$ cat src/rtl/ref_slew_l1.sv
// ref_slew_l1 -- slew-rate limited reference generator.
//
// Moves the registered output `out` toward `target` by at most `step` per
// `ce` strobe, clamping on the final step so it never overshoots. The
// arithmetic is done one bit wider than the ports, so it cannot wrap for any
// signed target/out pair.
//
// Per-cycle priority: resetn low > preset > hold > ce ramp update > no change.
//
// Handshake note: there is no valid/ready pair on this block. `ce` is a
// single-cycle strobe that is acted on at the rising edge where it is sampled
// high. `out`, `settled` and `state` are registered and change one clock
// after that edge.
//
// Ports:
//   aclk     in   system clock, rising edge
//   resetn   in   synchronous active-low reset
//   ce       in   one-cycle update strobe (slew step rate)
//   target   in   signed requested reference value
//   step     in   unsigned max change of out per ce; the MSB is ignored
//   hold     in   freeze out at its current value
//   preset   in   load out with target immediately
//   out      out  signed slew-limited reference
//   settled  out  high when out equals target (registered with out)
//   state    out  FSM state: 0 IDLE, 1 UP, 2 DOWN, 3 FROZEN
module ref_slew_l1 #(
  parameter int DATA_WIDTH         = 32,
  parameter int DATA_WIDTH_DECIMAL = 22
) (
  input  logic                         aclk,
  input  logic                         resetn,
  input  logic                         ce,
  input  logic signed [DATA_WIDTH-1:0] target,
  input  logic        [DATA_WIDTH-1:0] step,
  input  logic                         hold,
  input  logic                         preset,
  output logic signed [DATA_WIDTH-1:0] out,
  output logic                         settled,
  output logic        [1:0]            state
);

  // The fractional width only fixes how the fixed-point words are read.
  // It does not change the arithmetic, so it is only sanity-checked here.
  if (DATA_WIDTH_DECIMAL < 0 || DATA_WIDTH_DECIMAL >= DATA_WIDTH) begin : g_bad_frac
    $error("ref_slew_l1: DATA_WIDTH_DECIMAL must lie in [0, DATA_WIDTH-1]");
  end

  typedef enum logic [1:0] {
    ST_IDLE   = 2'd0,
    ST_UP     = 2'd1,
    ST_DOWN   = 2'd2,
    ST_FROZEN = 2'd3
  } state_t;

  state_t st;

  // Step magnitude with the MSB forced to zero, so it stays non-negative.
  logic [DATA_WIDTH-1:0] step_eff;
  assign step_eff = step & {1'b0, {(DATA_WIDTH-1){1'b1}}};

  // Widened operands: out and target are sign-extended, and step is
  // zero-extended. The sum or difference then always fits.
  logic signed [DATA_WIDTH:0] out_ext;
  logic signed [DATA_WIDTH:0] tgt_ext;
  logic signed [DATA_WIDTH:0] step_ext;
  logic signed [DATA_WIDTH:0] up_sum;
  logic signed [DATA_WIDTH:0] dn_diff;
  logic signed [DATA_WIDTH-1:0] up_next;
  logic signed [DATA_WIDTH-1:0] dn_next;

  assign out_ext  = {out[DATA_WIDTH-1], out};
  assign tgt_ext  = {target[DATA_WIDTH-1], target};
  assign step_ext = {1'b0, step_eff};
  assign up_sum   = out_ext + step_ext;
  assign dn_diff  = out_ext - step_ext;

  // Clamp to target. In range, the truncated wide value is exact.
  assign up_next = (up_sum  > tgt_ext) ? target : up_sum[DATA_WIDTH-1:0];
  assign dn_next = (dn_diff < tgt_ext) ? target : dn_diff[DATA_WIDTH-1:0];

  always_ff @(posedge aclk) begin
    if (!resetn) begin
      out     <= '0;
      settled <= 1'b0;
      st      <= ST_IDLE;
    end else if (preset) begin
      out     <= target;
      settled <= 1'b1;
      st      <= ST_IDLE;
    end else if (hold) begin
      settled <= (out == target);
      st      <= ST_FROZEN;
    end else if (ce) begin
      if (out < target) begin
        out     <= up_next;
        settled <= (up_next == target);
        st      <= ST_UP;
      end else if (out > target) begin
        out     <= dn_next;
        settled <= (dn_next == target);
        st      <= ST_DOWN;
      end else begin
        settled <= 1'b1;
        st      <= ST_IDLE;
      end
    end
    // Without ce, everything holds. This includes FROZEN after hold drops:
    // the state is only re-evaluated on the next ce.
  end

  assign state = st;

endmodule

$ cat config.mk
export PLATFORM = sky130hd
export DESIGN_NAME = ref_slew_l1
export DESIGN_NICKNAME = d
export VERILOG_FILES = /design/src/rtl/ref_slew_l1.sv
export SDC_FILE = /design/constraint.sdc
export NUM_CORES = 1
export LEC_CHECK = 0
export ABC_AREA = 1
export CAP_MARGIN = 40
export CORE_MARGIN = 4
export CORE_UTILIZATION = 25
export CTS_CLUSTER_DIAMETER = 80
export DETAILED_ROUTE_END_ITERATION = 8
export GPL_TIMING_DRIVEN = 1
export MAX_ROUTING_LAYER = met4
export PLACE_DENSITY_LB_ADDON = 0.08
export SKIP_CTS_REPAIR_TIMING = 1
export SLEW_MARGIN = 30
export SYNTH_ARGS = -nofsm -noshare
export SYNTH_HDL_FRONTEND = slang
export SYNTH_SLANG_ARGS = --single-unit
$ cat constraint.sdc
create_clock -name aclk -period 5.8 [get_ports aclk]
set_input_delay 1.16 -clock aclk [delete_from_list [all_inputs] [get_ports aclk]]
set_output_delay 1.16 -clock aclk [all_outputs]
set_load 0.1 [all_outputs]
Yosys cells after proc, flatten, opt, wreduce, memory -nomap -nowiden
Index checks and enable logic that the tools add are counted.
{"block": "totals", "register_bits": 35, "input_bits": 69, "out_inout_bits": 35, "wordCells": 36}
{"block": "op_classes", "add_sub_neg": 2, "order_cmp": 4, "eq_ne": 4, "mux": 16, "bitwise_logic": 1, "n_reduce_logical": 6}
{"operator": "two-way mux 32 bit", "n": 7}
{"operator": "equality test 32 bit", "n": 3}
{"operator": "adder 32 x 32 -> 33 bit", "n": 1}
{"operator": "> comparator 33 x 32 -> 1 bit", "n": 1}
{"operator": "< comparator 33 x 32 -> 1 bit", "n": 1}
{"operator": "subtractor 32 x 32 -> 33 bit", "n": 1}
{"operator": "> comparator 32 bit", "n": 1}
{"operator": "< comparator 32 bit", "n": 1}
{"operator": "two-way mux 2 bit", "n": 4}
{"operator": "nonzero test 3 bit", "n": 2}
{"operator": "two-way mux 1 bit", "n": 5}
{"operator": "nonzero test 2 bit", "n": 2}
{"operator": "AND reduction 3 bit", "n": 1}
{"operator": "inequality test 2 x 1 -> 1 bit (second input constant)", "n": 1}
{"operator": "OR reduction 2 bit", "n": 1}
{"operator": "inverter 1 bit", "n": 1}

Logic depth before layout (Yosys ltp)
Gate-level depths: netlist of the first run.
{"block": "logic_depth", "depth_word": 9, "mapped_depth": 38, "depth_no_buf": 37}

Least setup slack after synthesis of the first run
No wires, ideal clock.
{"block": "synth_path", "path_type": "reg2reg", "startpoint": "register out[0]", "endpoint": "register out[18]", "setup_time_ns": 0.132, "t_arrival_ns": 4.627, "t_required_ns": 5.668, "slack_ns": 1.041, "stages_incl_launch_ff": 35, "path_buffers": 3, "period_less_slack_ns": 4.759, "path_cell_list": "dfxtp_1 -> inv_1 -> ha_1 -> inv_1 -> fa_1 -> nand2_1 -> inv_1 -> nand2_1 -> nand3_1 -> nand2_1 -> nand2_1 -> nand2_1 -> nand2_1 -> nand2_1 -> nand2_1 -> nand4_1 -> o211ai_1 -> nand2_1 -> ha_1 -> nand2_1 -> nor2_1 -> nand2_1 -> nor2_1 -> nand2_1 -> nand2_1 -> nor2_1 -> nand2_1 -> nand2_1 -> nand2_1 -> buf_2 -> buf_2 -> clkbuf_1 -> nor2_1 -> o311ai_1 -> a21oi_1"}
{"block": "synth_between", "elab_chain_cells": 8, "word_cells_on_any_way": 15}
{"item": "start, declared", "line": "37", "rtl": "output logic signed [DATA_WIDTH-1:0] out,"}
{"item": "start signal, assigned", "line": "87", "rtl": "out <= target;"}
{"item": "start signal, assigned", "line": "95", "rtl": "out <= up_next;"}
{"item": "start signal, assigned", "line": "99", "rtl": "out <= dn_next;"}
{"item": "subtractor 32 x 32 -> 33 bit", "line": "75", "rtl": "assign dn_diff = out_ext - step_ext;"}
{"item": "< comparator 33 x 32 -> 1 bit", "line": "79", "rtl": "assign dn_next = (dn_diff < tgt_ext) ? target : dn_diff[DATA_WIDTH-1:0];"}
{"item": "two-way mux 32 bit", "line": "79"}
{"item": "two-way mux 32 bit", "line": "98", "rtl": "end else if (out > target) begin"}
{"item": "two-way mux 32 bit", "line": "94", "rtl": "if (out < target) begin"}
{"item": "two-way mux 32 bit", "line": "93", "rtl": "end else if (ce) begin"}
{"item": "two-way mux 32 bit", "line": "90", "rtl": "end else if (hold) begin"}
{"item": "two-way mux 32 bit", "line": "86", "rtl": "end else if (preset) begin"}
Parallel ways exist; a longest one is shown, timed or not. The select of a mux whose other input is x is not followed.
A chain may end at the register's enable or synchronous reset.

Final worst setup path of the first run
{"block": "layout_path", "startpoint": "input step[5]", "endpoint": "register settled"}
{"block": "layout_between", "elab_chain_cells": 9, "word_cells_on_any_way": 13}
{"item": "start, declared", "line": "34", "rtl": "input logic [DATA_WIDTH-1:0] step,"}
{"item": "subtractor 32 x 32 -> 33 bit", "line": "75"}
{"item": "< comparator 33 x 32 -> 1 bit", "line": "79"}
{"item": "two-way mux 32 bit", "line": "79"}
{"item": "equality test 32 bit", "line": "100", "rtl": "settled <= (dn_next == target);"}
{"item": "two-way mux 1 bit", "line": "98"}
{"item": "two-way mux 1 bit *", "line": "94"}
{"item": "two-way mux 1 bit *", "line": "93"}
{"item": "two-way mux 1 bit *", "line": "90"}
{"item": "two-way mux 1 bit *", "line": "86"}
{"item": "end signal, assigned", "line": "91", "rtl": "settled <= (out == target);"}
{"item": "end signal, assigned", "line": "96", "rtl": "settled <= (up_next == target);"}
{"item": "end signal, assigned", "line": "100"}
{"item": "end, declared", "line": "38", "rtl": "output logic settled,"}
Mark *: on every way between the ends. The rest lies on a longest branch, timed or not. The select of a mux whose other input is x is not followed.

==> flow_summary.toml, run 1 <==
[status]
status = "finished clean"

[route]
dr.pass1.iters = 7
vias = 14470
drcViolationCount = 0
totalWireLength_um = 57450
drt_iter0_markers = 1132
wire_per_inst_um = 19.10
via_per_inst = 4.809
final_antenna_net_count = 0

[final_layout]
seqCellArea_um2 = 700.7
antenna_cells = 0
multi_input_area_um2 = 9484
area.growth.synth_to_final_pct = 60.55
instances_no_fill = 3008
drive_gt1_share_pct = 26.85
fillers = 4600
layout.nets = 2698

[place]
dp_hpwl_um = 48710
numPortBuffers = 102
dp_cells = 2984
gp_congestion = 0.9476

[cts]
cts_tree = "built"
clk_latency_ns = 0.31
cts_buffers = 5
clock-sinks = 35
htree_levels = 2
cts-root-buf = "clkbuf_16"
clk_path_buf_depth = 2
clk_pin_slew_ns = 0.07

[yosys]
synth_compound_area_share_pct = 17.25
synthFlopType = "dfxtp_1"
synth_edf_count = 0
seq_area_frac_synth_pct = 6.612
synth-simple-area-share_pct = 41.15
synth_top_family_by_area = "simple AND/OR/NAND/NOR gates"
yosysMostFrequentCell = "nand2_1"
synthXorXnorAreaFrac_pct = 3.046
ys_top_cells_by_area = "nand2_1, ha_1, inv_1"
synth-seq-cells = 35
synthArstFlopShare_pct = 0
synth_area_leader_cell = "nand2_1"
syn_nets = 2199
synthAdderAreaFrac_pct = 19.15
synth_mux_area_share_pct = 0
syn_avg_cell_area_um2 = 5.382
synth.distinct_cells = 37
synth_common_cells = "nand2_1, inv_1, nand3_1"
netlist_instances = 1969
synth_warnings = 0
synth_top_area_share_pct = 20.90
synth_area_um2 = 10600

[pwr]
p_seq_share_pct = 8.4
total_power_mw = 3.581
intPower_mw = 1.695
combinationalPowerShare_pct = 82.6
clockPowerShare_pct = 9.1
leakage_nw = 9.012
switching_share_pct = 52.68
p_switching_mw = 1.886
ir_drop_mv = 0.1035
powerDensity_nw_per_um2 = 210.5

[global_routing]
grt_pass1_wl_um = 82220
grt_max_degree = 36
antenna_found_initial = 0
overflow = 0
grt_pass1_vias = 13470
track_usage_pct = 24.83

[sta]
worst_pin_slew_ns = 0.6650
timing_max_transition_violations_final = 0
finalCritPeriodShare_pct = 96.35
fin_crit_ns = 5.588
setup_viol = 0
finalHoldViolations = 0
fmax_mhz = 178.9
fin_setup_tns_ns = 0
fin_skew_ns = 0.008371
slew_headroom_pct = 55.67

[die]
dieArea_um2 = 45740
core_um2 = 41950
initial_core_util_pct = 25.26
rows = 75
die_x_um = 213.9
die_y_um = 213.9
ioPinCount = 104

[setup_path]
critPathMaxFanout = 18
ff2ff_path_depth = 39
cp_common_cell = "nand2_1"
cp-start-kind = "input pin"
cpLargestDelayFamily = "simple AND/OR/NAND/NOR gates"
reg2reg_to = "settled"
critPathBufInv = 5
reg2reg_slack_ns = 1.05
critical_path_class = "input pin to flip-flop"
critPathMaxStageDelay_ns = 0.53
crit_required_ns = 6.04
cp_slowest_cell = "a311oi_4"
arrival_ns = 5.82
end_kind = "flip-flop"
reg2reg_from = "out[0]"

[min_path]
hp-class = "flip-flop to flip-flop"
min_from = "state[0]"
min_to = "state[0]"
hold_path_depth = 2

[run]
maxCapViolCount = 0
==> cells by family after synthesis <==
family / Yosys count
simple gates: 1052
buf+inv: 352
compound gates: 333
fa+ha+maj: 161
xor+xnor: 36
flops: 35
==> metrics by stage <==
step / cell area, um^2 / setup slack, ns / hold slack, ns / util (%)
6_report: 17010 / 0.2117 / 0.5065 / 40.56
5_1_grt: 17010 / -0.04953 / 0.5375 / 40.56
4_1_cts: 15880 / -0.2793 / 0.5108 / 37.87
2_1_floorplan: 10600 / 1.041 / 0.9875 / -
3_3_place_gp: 15160 / -0.4956 / 0.4897 / 36.15
3_5_place_dp: 15730 / -0.5536 / 0.4915 / 37.49
==> sequential cells by signal, summed over array words and instances, names as in the netlist <==
name and flops:
state 2, settled 1, out 32
==> tightest hold or removal path: stages, from the launching register on <==
cell and delay (ns):
dfxtp_1 0.33, o211ai_1 0.10, inv_1 0.05
==> layer usage <==
layer / vias to the layer above / GRT usage [%] / part of all wire [%]
met2: 289 / 38.99 / 45
met4: 0 / 5.010 / 1.7
met3: 33 / 2.151 / 3.8
li1: 7397 / - / -
met5: - / - / 0
met1: 6746 / 35.00 / 49
==> worst max path at each step <==
stage                       start  endpoint  cells after the start
final                     step[5]   settled                     33
after global routing      step[8]   settled                     36
after CTS                 step[0]   settled                     32
after detailed placement  step[0]   settled                     32
after global placement    step[0]   settled                     32
after floorplan            out[0]   out[18]                     34
==> power by group through the flow <==
stage               clock, mW  sequential, mW  combinational (mW)
finish                  0.324           0.299                2.96
global route            0.337           0.301                3.23
CTS                     0.335           0.293                2.70
detailed placement          0           0.299                2.69
global placement            0           0.299                2.61
floorplan                   0           0.435                1.24
==> placed cells by master (no fill, tap or decap), drive strengths merged, types with 26 or more instances in the layout <==
| cell type | netlist | final |
|---|---|---|
| o21ai | 138 | 138 |
| dfxtp | 35 | 35 |
| inv | 286 | 286 |
| a21oi | 130 | 130 |
| nand4 | 26 | 26 |
| nand3 | 202 | 202 |
| nand2 | 590 | 590 |
| buf | 30 | 450 |
| xor2 | 35 | 35 |
| nor2 | 199 | 199 |
| ha | 159 | 159 |
| clkdlybuf4s50 | 0 | 101 |
| o211ai | 31 | 31 |
==> area by class of cell <==
type / count / area share, %
clock buffer: 8 / 0.9193
timing repair buffer: 557 / 28.90
tap: 539 / 3.964
multi-input combinational: 1582 / 55.75
inverter: 287 / 6.354
sequential: 35 / 4.119
No activity file was read; power rests on OpenSTA's default activity.
==> run 2, diff against run 1 <==
--- a/config.mk
+++ b/config.mk
@@ -7,7 +7,6 @@
 export LEC_CHECK = 0
 export ABC_AREA = 1
 export CAP_MARGIN = 40
-export CORE_MARGIN = 4
 export CORE_UTILIZATION = 25
 export CTS_CLUSTER_DIAMETER = 80
 export DETAILED_ROUTE_END_ITERATION = 8
==> run 2 against run 1 <==
Effect of this change:
- flip-flop and latch count stayed put
- sequential share of layout area about the same
- sequential power is essentially flat
- via count increased by 0.51%
- highest routed layer unchanged
==> flow_summary.toml, run 2 (synthesized netlist as in run 1, its figures left out) <==
[sta]
worst_pin_slew_ns = 0.8582
timing_max_transition_violations_final = 0
fmax_mhz = 178.8
setup_viol = 0
fin_skew_ns = 0.007852
fin_crit_ns = 5.594
slew_headroom_pct = 42.61
finalHoldViolations = 0
setup_ws_ns = 0.2064
finalCritPeriodShare_pct = 96.44

[pwr]
powerDensity_nw_per_um2 = 213.1
intPower_mw = 1.737
leakage_nw = 9.071
combinationalPowerShare_pct = 82.8
p_seq_share_pct = 8.3
switching_share_pct = 52.50
clockPowerShare_pct = 9.0
total_power_mw = 3.657
ir_drop_mv = 0.1276
p_switching_mw = 1.920

[cts]
htree_levels = 2
clock-sinks = 35
cts_tree = "built"
clk_pin_slew_ns = 0.06
cts-root-buf = "clkbuf_16"
cts_buffers = 5
clk_path_buf_depth = 2
clk_latency_ns = 0.31

[place]
numPortBuffers = 102
gp_congestion = 0.9736
placed_area_um2 = 15750
dp_hpwl_um = 48270
place_ws_ns = -0.5667

[route]
final_antenna_net_count = 0
vias = 14540
totalWireLength_um = 57890
drcViolationCount = 0
wire_per_inst_um = 19.22
via_per_inst = 4.827
drt_iter0_markers = 998
dr.pass1.iters = 5

[final_layout]
layout_common_cells = "nand2_1, buf_4, inv_1"
drive_gt1_share_pct = 27.29
largest_reg_flops = 32
top_register = "out"
layout.nets = 2702
area.growth.synth_to_final_pct = 61.98
layout_commonest_cell = "nand2_1"
antenna_cells = 0
final_area_um2 = 17160

[run]
maxCapViolCount = 0

[setup_path]
critPathMaxStageDelay_ns = 0.49
critical_path_class = "input pin to flip-flop"
cp_slowest_cell = "clkdlybuf4s50_1"
cp-start-kind = "input pin"
end_kind = "flip-flop"
ff2ff_path_depth = 31
arrival_ns = 5.83
critPathMaxFanout = 16
crit_required_ns = 6.04
cp_common_cell = "nand2_1"

[die]
initial_core_util_pct = 25.32
rows = 75
die_y_um = 207.9
die_x_um = 207.9
ioPinCount = 104
core_um2 = 41850
dieArea_um2 = 43210

[global_routing]
track_usage_pct = 26.48
overflow = 0
grt_pass1_wl_um = 82590
grt_max_degree = 51
antenna_found_initial = 0
grt_pass1_vias = 13620

[min_path]
hp-class = "flip-flop to flip-flop"
hold_path_depth = 2

[status]
status = "finished clean"
run 2: per-layer routing:
layer	global-route usage, %	wire [um]
met4	8.327	1865
met1	36.56	27710
met3	2.799	3179
met5	-	0
met2	40.15	25140
run 2: power groups by stage:
stage | sequential (mW) | combinational [mW] | clock, mW
after global routing | 0.304 | 3.30 | 0.344
after detailed placement | 0.301 | 2.69 | 0
final | 0.302 | 3.03 | 0.328
after floorplan | 0.435 | 1.24 | 0
after global placement | 0.301 | 2.61 | 0
after CTS | 0.296 | 2.71 | 0.340
run 2: worst paths after layout:
check        startpoint  endpoint  slack, ns
max reg2reg      out[1]   settled       1.00
min reg2reg    state[0]  state[0]       0.50
min            state[0]  state[0]       0.50
max            step[23]   settled       0.21
run 2: cell type report:
class                      count  area (um^2)
multi-input combinational   1582         9508
inverter                     287         1081
sequential                    35        700.7
clock buffer                   8        156.4
timing repair buffer         561         5044
fill                        4605        24690
tap                          539        674.4
run 2: through the flow:
step	setup TNS, ns	std cells	util [%]	hold WS (ns)
floorplan	0	1969	-	0.9875
global placement	-5.604	2950	36.36	0.4899
detailed placement	-5.830	2985	37.64	0.4868
CTS	-0.2769	2993	38.01	0.5048
global route	-0.03623	3012	41.01	0.5309
finish	0	3012	41.01	0.4989
run 2: critical path, delay by kind of cell:
| family | cells | cell delay, ns |
|---|---|---|
| AO/OA/AOI/OAI | 6 | 1.17 |
| AND/OR/NAND/NOR | 16 | 1.74 |
| adder cells (fa/ha/maj) | 2 | 0.58 |
| buffers and inverters | 6 | 1.15 |
==> run 3, diff against run 2 <==
--- a/config.mk
+++ b/config.mk
@@ -6,10 +6,10 @@
 export NUM_CORES = 1
 export LEC_CHECK = 0
 export ABC_AREA = 1
-export CAP_MARGIN = 40
 export CORE_UTILIZATION = 25
 export CTS_CLUSTER_DIAMETER = 80
 export DETAILED_ROUTE_END_ITERATION = 8
+export DONT_BUFFER_PORTS = 1
 export GPL_TIMING_DRIVEN = 1
 export MAX_ROUTING_LAYER = met4
 export PLACE_DENSITY_LB_ADDON = 0.08
==> constraint.sdc (replaced) <==
create_clock -name aclk -period 5.8 [get_ports aclk]
set_input_delay 1.16 -clock aclk [delete_from_list [all_inputs] [get_ports aclk]]
set_output_delay 1.16 -clock aclk [all_outputs]
set_load 0.05 [all_outputs]
==> run 3 against run 2 <==
Effect of this change:
- maximum frequency rose by 1.4%
- setup slack improved by 0.075 ns
- via count fell by 11%
- utilization fell by 12 points
- worst hold slack improved by 0.23 ns
- highest routed layer unchanged
==> flow_summary.toml, run 3 (synthesized netlist as in run 1, its figures left out) <==
[status]
status = "finished clean"

[route]
dr.pass1.iters = 6
wire_per_inst_um = 20.61
vias = 13010
final_antenna_net_count = 0
totalWireLength_um = 53270
via_per_inst = 5.035
drt_iter0_markers = 1049
drcViolationCount = 0

[pwr]
total_power_mw = 2.748
powerDensity_nw_per_um2 = 223.4
ir_drop_mv = 0.1210
leakage_nw = 6.827

[final_layout]
top_register = "out"
drive_gt1_share_pct = 7.286
antenna_cells = 0
area.growth.synth_to_final_pct = 16.06
layout.nets = 2275
multi_input_area_um2 = 8596
fillers = 4918
layout_common_cells = "nand2_1, inv_1, nand3_1"
largest_reg_flops = 32
seqCellArea_um2 = 700.7
layout_commonest_cell = "nand2_1"

[sta]
fin_setup_tns_ns = 0
worst_pin_slew_ns = 0.7058
finalCritPeriodShare_pct = 95.14
fin_crit_ns = 5.518
setup_viol = 0
fmax_mhz = 181.2
fin_skew_ns = 0.01077
timing_max_transition_violations_final = 0
rsz0062_at_grt = "no"
holdWs_ns = 0.7325
slew_headroom_pct = 52.95
finalHoldViolations = 0

[global_routing]
grt_pass1_vias = 12220
grt_max_degree = 59
overflow = 0
grt_pass1_wl_um = 78260
antenna_found_initial = 1
track_usage_pct = 25.34

[place]
dp_hpwl_um = 45590
numPortBuffers = 0
gp_congestion = 0.9865

[cts]
htree_levels = 2
cts-root-buf = "clkbuf_16"
clk_latency_ns = 0.34
clock-sinks = 35
clk_path_buf_depth = 2
cts_tree = "built"
clk_pin_slew_ns = 0.08
cts_buffers = 5

[die]
rows = 75
core_um2 = 41850
dieArea_um2 = 43210
die_y_um = 207.9
initial_core_util_pct = 25.32
die_x_um = 207.9
ioPinCount = 104

[setup_path]
crit_required_ns = 6.07
arrival_ns = 5.79
end_kind = "flip-flop"
cp_common_cell = "nand2_1"
critPathMaxStageDelay_ns = 0.39
cp-start-kind = "input pin"
critical_path_class = "input pin to flip-flop"
critPathMaxFanout = 21
cp_slowest_cell = "fa_1"

[min_path]
hp-class = "flip-flop to flip-flop"

[run]
maxCapViolCount = 0
[run 3: final cells by class]
type | instances | share of cell area [%]
Tap cell | 539 | 5.484
Clock buffer | 6 | 1.129
Clock inverter | 1 | 0.04070
Multi-Input combinational cell | 1582 | 69.90
Timing Repair Buffer | 134 | 8.994
Sequential cell | 35 | 5.697
Inverter | 287 | 8.760
[run 3: critical path, delay by kind of cell]
kind | cells | cell delay [ns]
simple gates | 18 | 2.05
fa+ha+maj | 3 | 0.86
buf+inv | 3 | 0.38
compound gates | 5 | 0.99
xor+xnor | 1 | 0.31
[run 3: routing by layer]
layer	GRT usage (%)	up-vias	share of wire (%)
met5	-	-	0
met4	5.313	0	1.7
met3	3.071	37	5.4
met2	39.30	365	44
met1	35.04	6072	49
li1	-	6536	-
[run 3: worst paths after layout]
kind | slack, ns | startpoint | endpoint | cells after the start
worst min-delay path | 0.73 | out[0] | out[0] | 4
worst max-delay path | 0.28 | step[0] | settled | 30
worst min register to register | 0.73 | out[0] | out[0] | 4
worst max register to register | 0.72 | out[0] | settled | 30
[run 3: report_power, final]
part | internal [mW] | leakage, nW | total (mW) | switching (mW)
Combinational | 0.728 | 6.46 | 2.14 | 1.41
Clock | 0.170 | 0.0727 | 0.329 | 0.159
Sequential | 0.261 | 0.289 | 0.277 | 0.0166
[run 3: through the flow]
| stage | setup WS [ns] | cell area, um^2 | instances | util [%] |
|---|---|---|---|---|
| floorplan | 1.049 | 10600 | 1969 | - |
| detailed placement | -0.02889 | 12150 | 2577 | 29.04 |
| global route | 0.02000 | 12300 | 2584 | 29.38 |
| global placement | 0.01417 | 12140 | 2577 | 29.01 |
| CTS | 0.3028 | 12300 | 2584 | 29.38 |
| finish | 0.2818 | 12300 | 2584 | 29.38 |
